`config.mk`:
```
export PLATFORM = sky130hd
export DESIGN_NAME = riscv32i_run_ctrl
export DESIGN_NICKNAME = d
export VERILOG_FILES = /design/src/rtl/riscv32i_pkg.sv /design/src/rtl/riscv32i_tohost_mon.sv /design/src/rtl/riscv32i_run_ctrl.sv
export SDC_FILE = /design/constraint.sdc
export NUM_CORES = 1
export LEC_CHECK = 0
export CORE_UTILIZATION = 40
export DETAILED_ROUTE_END_ITERATION = 8
export DONT_BUFFER_PORTS = 1
export PLACE_DENSITY = 0.64
export SLEW_MARGIN = 40
export SYNTH_ARGS = -nofsm -noshare
export SYNTH_HDL_FRONTEND = slang
export SYNTH_SLANG_ARGS = --single-unit
```
`constraint.sdc`:
```
create_clock -name clk -period 2.5 [get_ports clk]
set_input_delay 0.375 -clock clk [delete_from_list [all_inputs] [get_ports clk]]
set_output_delay 0.375 -clock clk [all_outputs]
set_load 0.005 [all_outputs]
```
`src/rtl/riscv32i_pkg.sv`:
```
// Shared run-controller types: run state encoding and the riscv-tests tohost encoding rules.
// Combinational helpers only; no state and no flow control.
package riscv32i_pkg;

  typedef enum logic [1:0] {
    ST_IDLE  = 2'd0,
    ST_RESET = 2'd1,
    ST_RUN   = 2'd2,
    ST_DONE  = 2'd3
  } run_state_e;

  // A tohost word with LSB set marks "test finished"; the value 1 means pass.
  localparam int TOHOST_PASS = 1;

  function automatic logic tohost_lsb_valid(input logic lsb);
    return lsb == 1'b1;
  endfunction

endpackage

```
`src/rtl/riscv32i_tohost_mon.sv`:
```
// Per-core tohost snooper: latches the first finishing store and whether it reported failure.
// fin/fail/code registered (1 cycle); fin_nxt/fail_nxt give this cycle's view; never stalls the core.
module riscv32i_tohost_mon
  import riscv32i_pkg::*;
#(
  parameter int                DATA_W      = 32,
  parameter logic [DATA_W-1:0] TOHOST_ADDR = 'h1000
) (
  input  logic              clk_i,
  input  logic              rst_ni,
  input  logic              clr_i,
  input  logic              en_i,
  input  logic              st_valid_i,
  input  logic [DATA_W-1:0] st_addr_i,
  input  logic [DATA_W-1:0] st_data_i,
  output logic              fin_o,
  output logic              fail_o,
  output logic [DATA_W-1:0] code_o,
  output logic              fin_nxt_o,
  output logic              fail_nxt_o
);

  logic              fin_q, fin_d;
  logic              fail_q, fail_d;
  logic [DATA_W-1:0] code_q, code_d;
  logic              hit, bad;

  always_comb begin
    hit        = en_i & st_valid_i & (st_addr_i == TOHOST_ADDR) & tohost_lsb_valid(st_data_i[0]);
    // Only the first finishing store of a run counts; repeats are ignored.
    bad        = hit & ~fin_q & (st_data_i != DATA_W'(TOHOST_PASS));
    fin_nxt_o  = fin_q | hit;
    fail_nxt_o = fail_q | bad;
    fin_d      = fin_nxt_o;
    fail_d     = fail_nxt_o;
    code_d     = bad ? (st_data_i >> 1) : code_q;
    if (clr_i) begin
      fin_d  = 1'b0;
      fail_d = 1'b0;
      code_d = '0;
    end
  end

  always_ff @(posedge clk_i or negedge rst_ni) begin
    if (!rst_ni) begin
      fin_q  <= 1'b0;
      fail_q <= 1'b0;
      code_q <= '0;
    end else begin
      fin_q  <= fin_d;
      fail_q <= fail_d;
      code_q <= code_d;
    end
  end

  assign fin_o  = fin_q;
  assign fail_o = fail_q;
  assign code_o = code_q;

endmodule

```
`src/rtl/riscv32i_run_ctrl.sv`:
```
// Run controller: sequences core resets, bounds the run by a cycle budget, reports tohost verdicts.
// Status updates one edge after the deciding cycle; start/abort are pulses, no backpressure.
module riscv32i_run_ctrl
  import riscv32i_pkg::*;
#(
  parameter int                N_CORES     = 1,
  parameter int                DATA_W      = 32,
  parameter int                RST_CYCLES  = 5,
  parameter int                MAX_CYCLES  = 50,
  parameter int                CNT_W       = 32,
  parameter logic [DATA_W-1:0] TOHOST_ADDR = 32'h0000_1000
) (
  input  logic                        clk,
  input  logic                        reset,
  input  logic                        start,
  input  logic                        abort,
  input  logic [N_CORES-1:0]          st_valid,
  input  logic [N_CORES*DATA_W-1:0]   st_addr,
  input  logic [N_CORES*DATA_W-1:0]   st_data,
  output logic [N_CORES-1:0]          core_rst_o,
  output logic                        busy,
  output logic                        done,
  output logic                        pass,
  output logic                        fail,
  output logic                        timeout,
  output logic                        aborted,
  output logic [N_CORES-1:0]          fin_mask,
  output logic [DATA_W-1:0]           fail_code,
  output logic [CNT_W-1:0]            cycle_count
);

  localparam int                RW       = (RST_CYCLES > 1) ? $clog2(RST_CYCLES) : 1;
  localparam logic [RW-1:0]     RST_LAST = RW'(RST_CYCLES - 1);
  localparam logic [CNT_W-1:0]  CNT_LAST = CNT_W'(MAX_CYCLES - 1);
  localparam logic [CNT_W-1:0]  CNT_SAT  = '1;

  run_state_e         state_q, state_d;
  logic [RW-1:0]      rst_cnt_q, rst_cnt_d;
  logic [CNT_W-1:0]   cnt_q, cnt_d;
  logic               done_q, done_d, pass_q, pass_d;
  logic               timeout_q, timeout_d, aborted_q, aborted_d;

  logic [N_CORES-1:0] mon_fin, mon_fail, mon_fin_nxt, mon_fail_nxt;
  logic [DATA_W-1:0]  mon_code [N_CORES];
  logic               start_acc, run_en, complete, expire;

  assign start_acc = start & ((state_q == ST_IDLE) | (state_q == ST_DONE));
  assign run_en    = (state_q == ST_RUN);

  for (genvar gi = 0; gi < N_CORES; gi++) begin : g_mon
    riscv32i_tohost_mon #(
      .DATA_W      (DATA_W),
      .TOHOST_ADDR (TOHOST_ADDR)
    ) u_mon (
      .clk_i      (clk),
      .rst_ni     (reset),
      .clr_i      (start_acc),
      .en_i       (run_en),
      .st_valid_i (st_valid[gi]),
      .st_addr_i  (st_addr[gi*DATA_W +: DATA_W]),
      .st_data_i  (st_data[gi*DATA_W +: DATA_W]),
      .fin_o      (mon_fin[gi]),
      .fail_o     (mon_fail[gi]),
      .code_o     (mon_code[gi]),
      .fin_nxt_o  (mon_fin_nxt[gi]),
      .fail_nxt_o (mon_fail_nxt[gi])
    );
  end

  // Completion counts this cycle's hits, and beats an expiring budget in the same cycle.
  assign complete = run_en & (&mon_fin_nxt);
  assign expire   = run_en & (MAX_CYCLES != 0) & (cnt_q == CNT_LAST) & ~(&mon_fin_nxt);

  always_comb begin
    state_d   = state_q;
    rst_cnt_d = rst_cnt_q;
    cnt_d     = cnt_q;
    done_d    = done_q;
    pass_d    = pass_q;
    timeout_d = timeout_q;
    aborted_d = aborted_q;
    case (state_q)
      ST_IDLE, ST_DONE: begin
        if (start) begin
          state_d   = ST_RESET;
          rst_cnt_d = '0;
          cnt_d     = '0;
          done_d    = 1'b0;
          pass_d    = 1'b0;
          timeout_d = 1'b0;
          aborted_d = 1'b0;
        end
      end
      ST_RESET: begin
        if (abort) begin
          state_d   = ST_DONE;
          done_d    = 1'b1;
          aborted_d = 1'b1;
        end else if (rst_cnt_q == RST_LAST) begin
          state_d = ST_RUN;
        end else begin
          rst_cnt_d = rst_cnt_q + RW'(1);
        end
      end
      ST_RUN: begin
        if (cnt_q != CNT_SAT) cnt_d = cnt_q + CNT_W'(1);
        if (abort) begin
          state_d   = ST_DONE;
          done_d    = 1'b1;
          aborted_d = 1'b1;
        end else if (complete) begin
          state_d = ST_DONE;
          done_d  = 1'b1;
          pass_d  = ~(|mon_fail_nxt);
        end else if (expire) begin
          state_d   = ST_DONE;
          done_d    = 1'b1;
          timeout_d = 1'b1;
        end
      end
      default: state_d = ST_IDLE;
    endcase
  end

  always_ff @(posedge clk or negedge reset) begin
    if (!reset) begin
      state_q   <= ST_IDLE;
      rst_cnt_q <= '0;
      cnt_q     <= '0;
      done_q    <= 1'b0;
      pass_q    <= 1'b0;
      timeout_q <= 1'b0;
      aborted_q <= 1'b0;
    end else begin
      state_q   <= state_d;
      rst_cnt_q <= rst_cnt_d;
      cnt_q     <= cnt_d;
      done_q    <= done_d;
      pass_q    <= pass_d;
      timeout_q <= timeout_d;
      aborted_q <= aborted_d;
    end
  end

  // Lowest-index failing core supplies the reported code.
  always_comb begin
    fail_code = '0;
    for (int i = N_CORES - 1; i >= 0; i--) begin
      if (mon_fail[i]) fail_code = mon_code[i];
    end
  end

  assign core_rst_o  = {N_CORES{state_q != ST_RUN}};
  assign busy        = (state_q == ST_RESET) | (state_q == ST_RUN);
  assign done        = done_q;
  assign pass        = pass_q;
  assign timeout     = timeout_q;
  assign aborted     = aborted_q;
  assign fin_mask    = mon_fin;
  assign fail        = |mon_fail;
  assign cycle_count = cnt_q;

endmodule

```
==> flow_metrics.env, run 1 <==
export IMPL_fill_cells=913
export IMPL_port_buffers=0
export IMPL_synth_edf_count=0
export IMPL_post_place_ws_ns=0.0886
export IMPL_die_area_mm2=0.0104
export IMPL_htree_levels=3
export IMPL_drtIter0Drc=120
export IMPL_p_sw_uw=1430
export IMPL_track_usage=0.220
export IMPL_routed_wl_mm=11.2
export IMPL_status="complete, but fails checks"
export IMPL_vias=3446
export IMPL_internal_power_uw=2180
export IMPL_tritoncts="done"
export IMPL_clkTransAtPathRegs_ns=0.09
export IMPL_slew_viol_final=0
export IMPL_die_h_um=102
export IMPL_ios=141
export IMPL_worst_setup_path_type="flop to flop"
export IMPL_place_area_mm2=0.00430
export IMPL_die_x_um=102
export IMPL_syn_avg_cell_area_um2=9.45
export IMPL_post_cts_setup_buffer_count=0
export IMPL_synth_cell_types=56
export IMPL_antenna_found_initial=0
export IMPL_layoutNonFillerInstCount=576
export IMPL_critPathCaptureType="flop"
export IMPL_ant_nets=0
export IMPL_pwr_share_seq=0.397
export IMPL_crit_fanout=7
export IMPL_dp_cells=558
export IMPL_min_path_type="input port to flop"
export IMPL_post_route_period_util=0.952
export IMPL_rows=36
export IMPL_vdd_drop_max_mv=0.480
export IMPL_pwr_share_clk=0.230
export IMPL_p_per_area_mw_per_mm2=798
export IMPL_synth_area_leaders="dfrtp_1, a22o_1, and2_1"
export IMPL_fin_area_mm2=0.00451
export IMPL_start_util=0.412
export IMPL_fmax_ghz=0.420
export IMPL_ys_flop_type="dfrtp_1"
export IMPL_root_buffer="clkbuf_8"
export IMPL_diodes=0
export IMPL_clock_sinks=74
export IMPL_violations="DRC"
export IMPL_seq_area_frac_synth=0.462
export IMPL_p_comb_frac=0.373
export IMPL_synth_most_common_cell="dfrtp_1"
export IMPL_setup_viol=0
export IMPL_synth_top_area_cell="dfrtp_1"
export IMPL_post_dp_hpwl_mm=8.12
export IMPL_postLayoutSetupSlackWorst_ns=0.121
export IMPL_syn_nets=499
export IMPL_synthTopCellsByCount="dfrtp_1, nand2_1, a22o_1, and2_1, o21ai_0"
export IMPL_synthArstFlopShare=1.00
export IMPL_cts_buffer_depth=2
export IMPL_grt_max_degree=75
export IMPL_finalClockSkew_ns=0.0182
export IMPL_syn_area_mm2=0.00401
export IMPL_setup_tns_ns=0
export IMPL_synth_top_cell_area_share=0.462
export IMPL_rsz0062_at_grt="false"
export IMPL_cts_buffers=9
export IMPL_place_gp_congestion=0.854
export IMPL_min_period_ns=2.38
export IMPL_ys_warn_count=0
export IMPL_insertion_delay_ns=0.35
export IMPL_crit_arrival_ns=2.65
export IMPL_via_per_inst=5.98
export IMPL_final_hold_violation_count=0
export IMPL_reg2reg_slack_ns=0.12
export IMPL_fin_nets=513
export IMPL_ys_ff_latch=74
export IMPL_drt_wirelength_per_cell_um=19.5
export IMPL_tightest_slew_ns=0.774
export IMPL_switching_share=0.396
export IMPL_cp_required_ns=2.77
export IMPL_netlist_instances=424
export IMPL_maxCapViolCount=0
export IMPL_grt_pass1_vias=3341
export IMPL_drive_gt1_frac=0.140
export IMPL_drc=1
export IMPL_relSlewSlack=0.482
export IMPL_grt_pass1_wl_mm=17.3
export IMPL_dr_pass1_iters=6
export IMPL_cellLeakagePower_uw=0.00198
export IMPL_fin_util=0.464
export IMPL_startpoint_type="flop"
export IMPL_core_mm2=0.00973
export IMPL_syn_to_final_growth_pct=12.6
export IMPL_grt_overflow=0
==> metrics by stage <==
stage,power [µW],hold WS (ns)
after floorplan,2280,0.0794
after global placement,2730,0.0818
after detailed placement,2780,0.0810
after CTS,3640,0.108
after global routing,3850,0.104
final,3600,0.121
==> routing by layer <==
layer,GRT usage,vias up,routed length (µm)
met4,0.0769,0,214
met1,0.248,1670,4360
li1,-,1609,-
met2,0.403,151,5830
met3,0.0520,16,826
met5,0,-,0
==> state kept, by name, indices dropped and copies added, names as in the netlist <==
signal / cells
pass: 1
state_q: 2
g_mon.u_mon.fin_o: 1
g_mon.u_mon.fail_o: 1
aborted: 1
rst_cnt_q: 3
done: 1
timeout: 1
g_mon.u_mon.code_o: 31
cycle_count: 32
==> layout make-up <==
cell class | count | area [µm²] | area share
Tap cell | 133 | 166 | 0.0369
Sequential cell | 74 | 1850 | 0.411
Clock inverter | 6 | 41.3 | 0.00915
Inverter | 10 | 37.5 | 0.00832
Multi-Input combinational cell | 313 | 2000 | 0.444
Timing Repair Buffer | 30 | 285 | 0.0632
Clock buffer | 10 | 128 | 0.0283
==> what timing repair did <==
action                     in CTS  in global routing
gates resized for setup         0                  1
setup endpoints to repair       0                 31
hold buffers                    2                  0
hold endpoints to repair       74                  0
==> power by group through the flow <==
stage          Combinational, µW  Sequential (µW)  Clock, µW
2_1_floorplan                789             1490          0
3_3_place_gp                1280             1450          0
3_5_place_dp                1330             1450          0
4_1_cts                     1360             1430        853
5_1_grt                     1490             1450        907
6_report                    1340             1430        828
==> cells by family after synthesis <==
family | after synthesis | synth area share
xor gates and xnor gates | 2 | 0.00437
muxes | 7 | 0.0175
and+or+nand+nor | 196 | 0.280
AOI/OAI and AO/OA | 101 | 0.174
DFF | 74 | 0.462
adders and majority gates | 6 | 0.0187
buffers and inverters | 37 | 0.0421
other | 1 | 0.000935
==> worst paths after layout <==
path	start	end	depth (start not counted)
setup / recovery	cycle_count[0]	cycle_count[28]	6
hold / removal	start	g_mon[0].u_mon.fail_o	1
setup reg to reg	cycle_count[0]	cycle_count[28]	6
hold reg to reg	g_mon[0].u_mon.code_o[24]	g_mon[0].u_mon.code_o[24]	1
max in group asynchronous	reset	cycle_count[6]	2
min in group asynchronous	reset	g_mon[0].u_mon.code_o[29]	2
==> cells in the final DEF, fill, tap and decap left out, types with 8 or more instances in the layout <==
master     n
nand3_1   15
nand2_1   43
or3_1      8
o21ai_0   26
buf_4     25
nand4_1   13
nor2_1    16
clkbuf_8   9
nor3_1     8
dfrtp_1   73
a21oi_1   18
inv_1     10
and3_1     8
a22o_1    32
nor4_1    19
and2_1    32
==> worst max-delay path, cell delays in order, from the launching register on <==
cell,delay [ns]
dfrtp_1,0.36
ha_1,0.20
nand2_1,0.11
or4_4,0.45
or4b_1,0.63
or3_1,0.38
a21oi_1,0.16
(Power assumes the default switching activity.)
==> run 2: changes to the inputs <==
CELL_PAD_IN_SITES_DETAIL_PLACEMENT = 0   (was not set)
CELL_PAD_IN_SITES_GLOBAL_PLACEMENT = 2   (was not set)
CORE_UTILIZATION = 37   (was 40)
MAX_ROUTING_LAYER = met4   (was not set)
PLACE_DENSITY = 0.89   (was 0.64)
==> flow_metrics.env, run 2 (synthesis results as in run 1) <==
export IMPL_cts_buffer_depth=2
export IMPL_pwr_share_clk=0.265
export IMPL_final_hold_violation_count=0
export IMPL_insertion_delay_ns=0.35
export IMPL_fin_nets=520
export IMPL_htree_levels=3
export IMPL_drc=0
export IMPL_post_cts_setup_buffer_count=0
export IMPL_worst_setup_path_type="flop to flop"
export IMPL_syn_to_final_growth_pct=14.6
export IMPL_r2r_start="cycle_count[1]"
export IMPL_setup_viol=0
export IMPL_finalClockSkew_ns=0.0138
export IMPL_vias=3447
export IMPL_die_area_mm2=0.0113
export IMPL_tritoncts="done"
export IMPL_clock_sinks=74
export IMPL_p_per_area_mw_per_mm2=825
export IMPL_vdd_drop_max_mv=0.399
export IMPL_maxCapViolCount=0
export IMPL_tightest_slew_ns=0.794
export IMPL_grt_overflow=0
export IMPL_cellLeakagePower_uw=0.00203
export IMPL_rows=37
export IMPL_crit_arrival_ns=2.62
export IMPL_internal_power_uw=2300
export IMPL_relSlewSlack=0.469
export IMPL_setup_tns_ns=0
export IMPL_startpoint_type="flop"
export IMPL_ios=141
export IMPL_reg2reg_to="cycle_count[28]"
export IMPL_min_path_type="input port to flop"
export IMPL_drtIter0Drc=167
export IMPL_die_x_um=106
export IMPL_port_buffers=0
export IMPL_grt_max_degree=75
export IMPL_cts_buffers=9
export IMPL_clkTransAtPathRegs_ns=0.10
export IMPL_fmax_ghz=0.426
export IMPL_root_buffer="clkbuf_8"
export IMPL_via_per_inst=5.88
export IMPL_min_from="start"
export IMPL_pwr_share_seq=0.378
export IMPL_track_usage=0.209
export IMPL_rsz0062_at_grt="false"
export IMPL_reg2reg_slack_ns=0.15
export IMPL_r2r_cells=6
export IMPL_final_common_cell="dfrtp_1"
export IMPL_drive_gt1_frac=0.160
export IMPL_routed_wl_mm=11.0
export IMPL_core_mm2=0.0104
export IMPL_p_sw_uw=1490
export IMPL_ant_nets=0
export IMPL_worstHoldEndpoint="g_mon[0].u_mon.fail_o"
export IMPL_dr_pass1_iters=4
export IMPL_critPathCaptureType="flop"
export IMPL_final_cell_mix="dfrtp_1, nand2_1, buf_4"
export IMPL_fin_area_mm2=0.00459
export IMPL_p_comb_frac=0.357
export IMPL_post_route_period_util=0.940
export IMPL_grt_pass1_vias=3324
export IMPL_grt_pass1_wl_mm=17.9
export IMPL_post_dp_hpwl_mm=7.97
export IMPL_status="complete, no violations"
export IMPL_largest_reg_flops=32
export IMPL_place_gp_congestion=0.871
export IMPL_die_h_um=106
export IMPL_crit_fanout=7
export IMPL_drt_wirelength_per_cell_um=18.7
export IMPL_holdPathStages=1
export IMPL_switching_share=0.394
export IMPL_place_area_mm2=0.00434
export IMPL_antenna_found_initial=0
export IMPL_min_period_ns=2.35
export IMPL_start_util=0.385
export IMPL_slew_viol_final=0
export IMPL_cp_required_ns=2.77
export IMPL_diodes=0
## run 2: cell types whose count changed in the layout (fill, tap and decap cells not counted), moves of 2 or more
cell and delta:
buf_12 -3, buf_4 +10, clkinv_2 -2, clkinvlp_4 -2, inv_6 +2
## run 2: routing by layer
layer	vias up	part of all wire	track usage
met1	1711	0.45	0.274
met3	8	0.070	0.0564
li1	1618	-	-
met2	110	0.47	0.315
met5	-	0	-
met4	0	0.0083	0.0665
## run 2: cell type report
| cell class | instances | area [µm²] |
|---|---|---|
| clock buffers | 9 | 124 |
| multi-input cells | 313 | 2020 |
| repair buffers | 37 | 300 |
| well taps | 136 | 170 |
| inverters | 10 | 37.5 |
| clock inverters | 7 | 83.8 |
| flip-flops and latches | 74 | 1850 |
| fillers | 985 | 5820 |
## run 2: worst max-delay path by stage
stage                              start                        end  slack, ns  cells past startpoint
after detailed placement      state_q[0]  g_mon[0].u_mon.code_o[29]       0.06                      7
after global routing          state_q[0]            cycle_count[22]       0.03                     10
after floorplan           cycle_count[8]            cycle_count[28]       0.14                      7
final                     cycle_count[1]            cycle_count[28]       0.15                      6
after global placement       st_data[23]  g_mon[0].u_mon.code_o[17]       0.09                      5
after CTS                     state_q[0]  g_mon[0].u_mon.code_o[16]       0.05                      7
## run 2: metrics by stage
| step | std cells | utilization | hold slack [ns] | setup WS, ns | total power, µW |
|---|---|---|---|---|---|
| 5_1_grt | 586 | 0.441 | 0.0731 | 0.0294 | 4050 |
| 4_1_cts | 586 | 0.440 | 0.0904 | 0.0507 | 3820 |
| 3_3_place_gp | 568 | 0.415 | 0.0815 | 0.0893 | 2730 |
| 6_report | 586 | 0.441 | 0.0986 | 0.151 | 3790 |
| 3_5_place_dp | 568 | 0.416 | 0.0811 | 0.0628 | 2780 |
| 2_1_floorplan | 424 | - | 0.0794 | 0.137 | 2280 |
## run 2: timing repair
action                     4_1_cts  5_1_grt
hold endpoints to repair        74        0
hold buffers                     2        0
gates resized for setup          0        3
setup endpoints to repair        0       40
## run 2: critical path, stage by stage (launching register included)
cell	delay, ns
dfrtp_1	0.36
ha_1	0.21
nand2_1	0.12
or4_4	0.47
or4b_4	0.58
or3_1	0.36
a21oi_1	0.16
## run 2: power groups by stage
stage               sequential (µW)  combinational (µW)  clock [µW]
floorplan                      1490                 789           0
global placement               1450                1280           0
detailed placement             1450                1320           0
CTS                            1430                1360        1030
global route                   1450                1510        1090
finish                         1430                1350        1000
==> run 3: changes to the inputs <==
--- a/constraint.sdc
+++ b/constraint.sdc
@@ -3,2 +3,2 @@
 set_output_delay 0.375 -clock clk [all_outputs]
-set_load 0.005 [all_outputs]
+set_load 0.02 [all_outputs]
==> flow_metrics.env, run 3 (synthesis results as in run 1) <==
export IMPL_status="complete, no violations"
export IMPL_drc=0
export IMPL_crit_arrival_ns=2.61
export IMPL_post_place_ws_ns=0.103
export IMPL_vdd_drop_max_mv=0.376
export IMPL_rsz0062_at_grt="false"
export IMPL_die_area_mm2=0.0113
export IMPL_finalClockSkew_ns=0.00827
export IMPL_track_usage=0.209
export IMPL_postLayoutSetupSlackWorst_ns=0.168
export IMPL_crit_fanout=7
export IMPL_slew_viol_final=0
export IMPL_grt_overflow=0
export IMPL_fin_nets=533
export IMPL_worst_setup_path_type="flop to flop"
export IMPL_ios=141
export IMPL_htree_levels=3
export IMPL_cp_required_ns=2.78
export IMPL_hold_ws_ns=0.0910
export IMPL_port_buffers=0
export IMPL_grt_pass1_wl_mm=17.7
export IMPL_fin_area_mm2=0.00469
export IMPL_drtIter0Drc=175
export IMPL_min_path_type="input port to flop"
export IMPL_routed_wl_mm=11.0
export IMPL_drt_wirelength_per_cell_um=18.4
export IMPL_place_gp_congestion=0.859
export IMPL_r2r_start="cycle_count[0]"
export IMPL_cts_buffer_depth=2
export IMPL_ant_nets=0
export IMPL_diodes=0
export IMPL_grt_max_degree=75
export IMPL_root_buffer="clkbuf_8"
export IMPL_die_h_um=106
export IMPL_tritoncts="done"
export IMPL_worstHoldEndpoint="g_mon[0].u_mon.fail_o"
export IMPL_place_area_mm2=0.00443
export IMPL_regArea_mm2=0.00185
export IMPL_rows=37
export IMPL_clock_sinks=74
export IMPL_vias=3443
export IMPL_post_route_period_util=0.933
export IMPL_multiInputGateArea_mm2=0.00203
export IMPL_syn_to_final_growth_pct=17.1
export IMPL_setup_tns_ns=0
export IMPL_reg2reg_slack_ns=0.17
export IMPL_reg2reg_to="cycle_count[28]"
export IMPL_post_dp_hpwl_mm=8.07
export IMPL_final_common_cell="dfrtp_1"
export IMPL_largest_reg_flops=32
export IMPL_dr_pass1_iters=4
export IMPL_relSlewSlack=0.457
export IMPL_die_x_um=106
export IMPL_r2r_cells=6
export IMPL_fmax_ghz=0.429
export IMPL_fin_util=0.451
export IMPL_critPathCaptureType="flop"
export IMPL_via_per_inst=5.75
export IMPL_cellLeakagePower_uw=0.00212
export IMPL_grt_pass1_vias=3412
export IMPL_clkTransAtPathRegs_ns=0.08
export IMPL_insertion_delay_ns=0.36
export IMPL_maxCapViolCount=0
export IMPL_start_util=0.385
export IMPL_fill_cells=1025
export IMPL_holdPathStages=1
export IMPL_min_from="start"
export IMPL_core_mm2=0.0104
export IMPL_p_per_area_mw_per_mm2=831
export IMPL_drive_gt1_frac=0.184
export IMPL_tightest_slew_ns=0.812
export IMPL_min_period_ns=2.33
export IMPL_final_cell_mix="dfrtp_1, buf_4, nand2_1"
export IMPL_antenna_found_initial=0
export IMPL_cts_buffers=9
export IMPL_final_hold_violation_count=0
export IMPL_startpoint_type="flop"
export IMPL_setup_viol=0
[run 3: cell types whose count changed in the layout (fill, tap and decap cells not counted), sizes merged]
cell      change
clkinv        +3
clkinvlp      +1
buf          +13
inv           -4
[run 3: final cells by class]
type | instances | area share
well taps | 136 | 0.0363
repair buffers | 50 | 0.0848
multi-input cells | 313 | 0.433
flip-flops and latches | 74 | 0.395
clock buffers | 9 | 0.0264
clock inverters | 7 | 0.0171
inverters | 10 | 0.00800
[run 3: worst max-delay path by stage]
stage | from | end | slack (ns) | depth (start not counted)
CTS | cycle_count[0] | cycle_count[28] | 0.08 | 6
global route | state_q[0] | g_mon[0].u_mon.code_o[0] | 0.02 | 8
floorplan | cycle_count[8] | cycle_count[28] | 0.02 | 7
finish | cycle_count[0] | cycle_count[28] | 0.17 | 6
global placement | st_data[23] | g_mon[0].u_mon.code_o[17] | 0.08 | 5
detailed placement | cycle_count[0] | cycle_count[28] | 0.10 | 6
[run 3: per-stage QoR]
| step | total power [µW] | std cells |
|---|---|---|
| after floorplan | 2410 | 424 |
| after global placement | 2900 | 581 |
| after detailed placement | 2940 | 581 |
| after CTS | 3940 | 599 |
| after global routing | 4140 | 599 |
| final | 3900 | 599 |
[run 3: worst max-delay path: stages (launching register included)]
cell,delay (ns)
dfrtp_1,0.37
ha_1,0.21
nand2_1,0.12
or4_4,0.47
or4b_4,0.58
or3_1,0.36
a21oi_1,0.16
[run 3: metal layers]
metal | vias to the layer above | share of wire | track usage
li1 | 1659 | - | -
met1 | 1672 | 0.44 | 0.262
met2 | 96 | 0.46 | 0.313
met3 | 16 | 0.078 | 0.0668
met4 | 0 | 0.023 | 0.0833
met5 | - | 0 | -
[run 3: repair_timing]
item                                    CTS  global route
endpoints found under the setup margin    0            33
endpoints found under the hold margin    74             0
setup buffers                             0             0
hold buffers                              2             0
resized for setup                         0             3
[run 3: report_power, final]
| group | leakage [µW] | switching, µW | total, µW | internal [µW] |
|---|---|---|---|---|
| Sequential | 0.00102 | 134 | 1460 | 1320 |
| Combinational | 0.00100 | 983 | 1490 | 508 |
| Clock | 0.0000956 | 487 | 954 | 467 |
| Total | 0.00212 | 1600 | 3900 | 2300 |
